## src/rtl/alu_seq_hs_pkg.sv

```systemverilog
// Shared opcode and FSM definitions for the handshaked sequential ALU.
// Imported by the top level and the iterative multiplier.
package alu_seq_hs_pkg;

  localparam int OPC_W = 4;

  localparam logic [OPC_W-1:0] OP_NEG  = 4'd0;
  localparam logic [OPC_W-1:0] OP_INC  = 4'd1;
  localparam logic [OPC_W-1:0] OP_ADC  = 4'd2;
  localparam logic [OPC_W-1:0] OP_ADDH = 4'd3;
  localparam logic [OPC_W-1:0] OP_AND  = 4'd4;
  localparam logic [OPC_W-1:0] OP_OR   = 4'd5;
  localparam logic [OPC_W-1:0] OP_PACK = 4'd6;
  localparam logic [OPC_W-1:0] OP_ZERO = 4'd7;
  localparam logic [OPC_W-1:0] OP_MUL  = 4'd8;
  localparam logic [OPC_W-1:0] OP_SHL  = 4'd9;

  typedef enum logic {
    S_IDLE,
    S_MUL
  } state_t;

  // Opcodes 0-3 share the WIDTH+1 bit adder and its carry/overflow flags.
  function automatic logic isAddOp(input logic [OPC_W-1:0] op);
    return op <= OP_ADDH;
  endfunction

endpackage

```

## src/rtl/alu_mul_iter.sv

```systemverilog
// Iterative shift-add multiplier: one partial product per clock, WIDTH steps.
// done_o is raised during the final step; prod_o then already includes that step.
module alu_mul_iter #(
  parameter int WIDTH = 16
) (
  input  logic               clk,
  input  logic               rst,
  input  logic               start_i,
  input  logic [WIDTH-1:0]   a_i,
  input  logic [WIDTH-1:0]   b_i,
  output logic               done_o,
  output logic [2*WIDTH-1:0] prod_o
);

  localparam int CW = $clog2(WIDTH + 1);

  logic               busy_q;
  logic [CW-1:0]      cnt_q;
  logic [2*WIDTH-1:0] acc_q;
  logic [2*WIDTH-1:0] acc_d;
  logic [2*WIDTH-1:0] mcand_q;
  logic [WIDTH-1:0]   mplier_q;

  assign acc_d  = mplier_q[0] ? (acc_q + mcand_q) : acc_q;
  assign done_o = busy_q && (cnt_q == CW'(1));
  assign prod_o = acc_d;

  always_ff @(posedge clk) begin
    if (rst) begin
      busy_q   <= 1'b0;
      cnt_q    <= '0;
      acc_q    <= '0;
      mcand_q  <= '0;
      mplier_q <= '0;
    end else if (start_i) begin
      busy_q   <= 1'b1;
      cnt_q    <= CW'(WIDTH);
      acc_q    <= '0;
      mcand_q  <= {{WIDTH{1'b0}}, a_i};
      mplier_q <= b_i;
    end else if (busy_q) begin
      acc_q    <= acc_d;
      mcand_q  <= mcand_q << 1;
      mplier_q <= mplier_q >> 1;
      cnt_q    <= cnt_q - CW'(1);
      busy_q   <= (cnt_q != CW'(1));
    end
  end

endmodule

```

## src/rtl/alu_seq_hs.sv

```systemverilog
// Registered ALU with valid/ready on both sides: single-cycle ops complete at the
// accept edge, MUL runs through the iterative multiplier before loading the output.
module alu_seq_hs
  import alu_seq_hs_pkg::*;
#(
  parameter int WIDTH = 16,
  parameter int SHW   = 4
) (
  input  logic             clk,
  input  logic             rst,
  input  logic             in_valid,
  output logic             in_ready,
  input  logic [WIDTH-1:0] inA,
  input  logic [WIDTH-1:0] inB,
  input  logic             inC,
  input  logic [OPC_W-1:0] opc,
  output logic             out_valid,
  input  logic             out_ready,
  output logic [WIDTH-1:0] outW,
  output logic             zer,
  output logic             neg,
  output logic             cout,
  output logic             ovf
);

  localparam logic [WIDTH-1:0] ONE = WIDTH'(1);

  state_t             state_q;
  logic               valid_q;
  logic [WIDTH-1:0]   res_q;
  logic               zer_q;
  logic               neg_q;
  logic               cout_q;
  logic               ovf_q;

  logic               accept;
  logic               mulStart;
  logic               mulDone;
  logic [2*WIDTH-1:0] mulProd;

  logic [WIDTH-1:0]   addOp1;
  logic [WIDTH-1:0]   addOp2;
  logic               addCin;
  logic [WIDTH:0]     addSum;
  logic               addOvf;
  logic [WIDTH:0]     shlExt;

  logic [WIDTH-1:0]   res_d;
  logic               cout_d;
  logic               ovf_d;

  assign in_ready = (state_q == S_IDLE) && (!valid_q || out_ready);
  assign accept   = in_valid && in_ready;
  assign mulStart = accept && (opc == OP_MUL);

  alu_mul_iter #(
    .WIDTH (WIDTH)
  ) u_mul (
    .clk     (clk),
    .rst     (rst),
    .start_i (mulStart),
    .a_i     (inA),
    .b_i     (inB),
    .done_o  (mulDone),
    .prod_o  (mulProd)
  );

  // Operand selection for the shared adder; NEG is ~A + 1, INC is A + 1.
  always_comb begin
    addOp1 = inA;
    addOp2 = inB;
    addCin = 1'b0;
    case (opc)
      OP_NEG: begin
        addOp1 = ~inA;
        addOp2 = ONE;
      end
      OP_INC:  addOp2 = ONE;
      OP_ADC:  addCin = inC;
      OP_ADDH: addOp2 = {inB[WIDTH-1], inB[WIDTH-1:1]};
      default: ;
    endcase
  end

  assign addSum = {1'b0, addOp1} + {1'b0, addOp2} + {{WIDTH{1'b0}}, addCin};
  assign addOvf = (addOp1[WIDTH-1] == addOp2[WIDTH-1]) &&
                  (addSum[WIDTH-1] != addOp1[WIDTH-1]);

  // The extra top bit catches the last bit shifted out; it stays 0 for a zero shift.
  assign shlExt = {1'b0, inA} << inB[SHW-1:0];

  always_comb begin
    res_d  = '0;
    cout_d = 1'b0;
    ovf_d  = 1'b0;
    if (isAddOp(opc)) begin
      res_d  = addSum[WIDTH-1:0];
      cout_d = addSum[WIDTH];
      ovf_d  = addOvf;
    end else begin
      case (opc)
        OP_AND:  res_d = inA & inB;
        OP_OR:   res_d = inA | inB;
        OP_PACK: res_d = {inA[WIDTH/2-1:0], inB[WIDTH/2-1:0]};
        OP_SHL: begin
          res_d  = shlExt[WIDTH-1:0];
          cout_d = shlExt[WIDTH];
        end
        default: ;
      endcase
    end
  end

  // Control FSM and output register; results hold while the consumer stalls.
  always_ff @(posedge clk) begin
    if (rst) begin
      state_q <= S_IDLE;
      valid_q <= 1'b0;
      res_q   <= '0;
      zer_q   <= 1'b0;
      neg_q   <= 1'b0;
      cout_q  <= 1'b0;
      ovf_q   <= 1'b0;
    end else begin
      case (state_q)
        S_IDLE: begin
          if (accept) begin
            if (opc == OP_MUL) begin
              state_q <= S_MUL;
              valid_q <= 1'b0;
            end else begin
              valid_q <= 1'b1;
              res_q   <= res_d;
              zer_q   <= (res_d == '0);
              neg_q   <= res_d[WIDTH-1];
              cout_q  <= cout_d;
              ovf_q   <= ovf_d;
            end
          end else if (valid_q && out_ready) begin
            valid_q <= 1'b0;
          end
        end
        S_MUL: begin
          if (mulDone) begin
            state_q <= S_IDLE;
            valid_q <= 1'b1;
            res_q   <= mulProd[WIDTH-1:0];
            zer_q   <= (mulProd[WIDTH-1:0] == '0);
            neg_q   <= mulProd[WIDTH-1];
            cout_q  <= 1'b0;
            ovf_q   <= |mulProd[2*WIDTH-1:WIDTH];
          end
        end
        default: state_q <= S_IDLE;
      endcase
    end
  end

  assign out_valid = valid_q;
  assign outW      = res_q;
  assign zer       = zer_q;
  assign neg       = neg_q;
  assign cout      = cout_q;
  assign ovf       = ovf_q;

endmodule

```

## config.mk

```make
export PLATFORM = sky130hd
export DESIGN_NAME = alu_seq_hs
export DESIGN_NICKNAME = d
export VERILOG_FILES = /design/src/rtl/alu_seq_hs_pkg.sv /design/src/rtl/alu_mul_iter.sv /design/src/rtl/alu_seq_hs.sv
export SDC_FILE = /design/constraint.sdc
export NUM_CORES = 1
export LEC_CHECK = 0
export ABC_AREA = 1
export CORE_MARGIN = 2
export CORE_UTILIZATION = 58
export CTS_BUF_LIST = sky130_fd_sc_hd__clkbuf_8 sky130_fd_sc_hd__clkbuf_16
export CTS_CLUSTER_SIZE = 14
export DETAILED_ROUTE_END_ITERATION = 8
export GPL_TIMING_DRIVEN = 0
export PLACE_DENSITY = 0.78
export SYNTH_ARGS = -nofsm -noshare
export SYNTH_HDL_FRONTEND = slang
export SYNTH_HIERARCHICAL = 1
export SYNTH_SLANG_ARGS = --single-unit
```

## constraint.sdc

```tcl
create_clock -name clk -period 7.07 [get_ports clk]
set_clock_uncertainty 0.2 [all_clocks]
set_input_delay 1.7675 -clock clk [delete_from_list [all_inputs] [get_ports clk]]
set_output_delay 1.7675 -clock clk [all_outputs]
set_load 0.02 [all_outputs]
```

==> qor.txt <==
status - complete, no violations
Metal-1 WL - 14.3 mm
# DRC - 0
post-CTS sizing - 0
Finish-stage setup viols - 0
IO Count - 63
core box area - 0.0165 sq mm
I/O Buffers - 62
H-tree depth - 3
hold path depth - 2
die area - 0.0179 sq mm
HP Class - reg2reg
Routed WL per cell - 17.5 um
RSZ-0062 raised after global routing - no
hold_sp - outW[13]$_SDFFE_PP0P_
crit share post-route - 0.801
Met3 Wirelength - 3.38 mm
async set-reset flop share out of synthesis - 0
WHS - 267 ps
Via density - 5.78
max cap viols - 0
Post-CTS Hold Buffers - 0
Initial Util - 0.591
yosys synthesis warning count - 6
max_slew headroom - 0.482
Top Metal Used - met5
final hold vios - 0
WS Path Type - in2reg
clock buffer depth - 2
row count - 47
DRT Pass-1 Iters - 8
initial drt markers - 1227
Net Sw Frac - 0.356
Routed Antenna Nets - 0
worst skew pair latency - 360 ps
Internal - 0.00103 W
slew at the pin closest to its max-slew limit - 777 ps
Tot GR Track Use - 0.394
# diodes - 0
setup TNS - 0 ps
Layout area overhead - 12.2%
Clock Root Buffer - clkbuf_16
Worst VDD drop - 0.000138 V
synth unique cells - 40
Post-synth EDFFs - 0
total grt overflow - 0
leakage power - 5.75 nW
Reg clk slew, reported paths - 80 ps
die width - 134 um
Startpoint Class - input port
initial antenna violation count - 1
areal power density over the cells - 146 mW/mm^2
reg-to-reg endpoint - ovf$_SDFFE_PP0P_
routability congestion estimate - 1.04
Final Slew Violations - 0
Reg power frac - 0.405
first-pass GRT wire length - 55.3 mm
vias in the first global route - 10700
post-synthesis register bit count - 107
met2 routed WL - 15.3 mm
CP Max Fanout - 8
layout cells sized above 1 - 0.0481
Num CTS Buffers - 9
Main synth FF type - dfxtp_1
TritonCTS clock tree - done
FF-to-FF path depth - 14
Mapped Cells - 1709
fin crit period - 5670 ps
synthesized area per cell - 5.71 sq um
hold path endpoint - outW[13]$_SDFFE_PP0P_
crit path capture type - flop
Final #Nets - 1874
final wirelength - 35.0 mm
mapped cell area - 0.00976 sq mm
reg2reg start - u_mul/mcand_q[0]$_SDFFE_PP0P_
via count - 11600
chip height - 134 um
Net Sw Power - 0.000567 W
CP arrival - 5760 ps
Mapped Nets - 1801
R2R setup slack - 3600 ps
Post-DP HPWL - 28.1 mm
Total Power - 0.00160 W
WP data required - 7160 ps
sequential share of the synthesized area - 0.219
Clk pwr share - 0.319
largest net degree at the start of global routing - 21
Post-CTS Setup Bufs - 0
clk sinks - 107
combinational share of power - 0.276
Fmax - 176 MHz
-- power groups by stage --
| stage | Clock, W | Sequential (W) | Combinational, W |
|---|---|---|---|
| after global routing | 0.000536 | 0.000647 | 0.000483 |
| after floorplan | 0 | 0.000664 | 0.000266 |
| after detailed placement | 0 | 0.000658 | 0.000426 |
| final | 0.000509 | 0.000645 | 0.000440 |
| after global placement | 0 | 0.000658 | 0.000421 |
| after CTS | 0.000516 | 0.000645 | 0.000429 |
-- per-stage QoR --
step,cell area [sq um],worst slack [ps],cells,util
floorplan,9760,2470,1709,-
global placement,10700,1240,1991,0.645
detailed placement,10700,1150,1991,0.645
CTS,11000,1530,2007,0.663
global route,11000,1160,2007,0.663
finish,11000,1400,2007,0.663
-- cell type report --
type / count / area, sq um
multi-input cells: 1271 / 6310
well taps: 220 / 275
inverters: 267 / 1000
clock inverters: 7 / 67.6
plain buffers: 64 / 308
clock buffers: 9 / 225
flip-flops and latches: 107 / 2140
repair buffers: 62 / 621
fillers: 1585 / 5570
-- layout by cell type (no fill, tap or decap), types with 8 or more instances in the layout --
cell and instances:
nand2_1 530, inv_1 256, nor2_1 162, nand3_1 134
a21oi_1 118, dfxtp_1 107, o21ai_0 80, clkdlybuf4s50_1 62
ha_1 48, nor3_1 31, clkbuf_1 29, buf_2 24
xor2_1 21, o221ai_1 20, o22ai_1 17, inv_2 10
o21ai_1 10, nand4_1 10, a31oi_1 10, nand2_2 9
a211oi_1 9, clkbuf_16 9, nand3b_1 8
-- layer usage --
metal / track usage / vias to the layer above
li1: - / 5632
met1: 0.512 / 5206
met2: 0.625 / 627
met3: 0.0696 / 136
met4: 0.209 / 2
met5: 0 / -
-- state kept, by name, indices dropped and copies added, names as in the netlist --
name and flops:
u_mul/acc_q 32, u_mul/mcand_q 32, outW 16, u_mul/mplier_q 16
u_mul/cnt_q 5, cout 1, out_valid 1, ovf 1
state_q 1, u_mul/busy_q 1, zer 1
-- worst max-delay path by stage --
stage                 from                to  cells after the start
floorplan           opc[2]  zer$_SDFFE_PP0P_                     19
global placement    opc[2]  zer$_SDFFE_PP0P_                     20
detailed placement  opc[2]  zer$_SDFFE_PP0P_                     20
CTS                 opc[2]  zer$_SDFFE_PP0P_                     20
global route        opc[2]  zer$_SDFFE_PP0P_                     20
finish              opc[2]  zer$_SDFFE_PP0P_                     20
-- critical path, cell delays in order --
cell and delay, ps:
clkdlybuf4s50_1 520, nor2_2 390, inv_2 190, nor2_1 340, o22ai_1 190, fa_1 470
fa_1 370, inv_1 120, nand2_1 60, nand2_1 120, nand3_1 110, nand2_1 120
nand2_1 80, a21oi_1 140, nor2_1 60, nor2_1 270, nand2_1 90, nor2_1 120
nand3_1 90, a21oi_1 120
-- cells by family (layout without fill, tap and decap cells) --
logic type | Yosys count | in the layout | synth area share
xor+xnor | 28 | 28 | 0.0251
fa+ha+maj | 51 | 51 | 0.0677
buf+inv | 331 | 409 | 0.134
compound gates | 280 | 280 | 0.161
flops | 107 | 107 | 0.219
simple gates | 912 | 912 | 0.392
-- synth_stat cells (all sizes together), types with 17 or more instances --
cell	count	area, sq um
inv	267	1000
o21ai	90	450
o22ai	17	106
o221ai	20	175
nor2	171	689
nand3	140	731
clkbuf	29	109
nor3	31	155
nand2	539	2050
xor2	21	184
ha	48	601
a21oi	118	591
dfxtp	107	2140
buf	35	199
(Power assumes the default switching activity.)
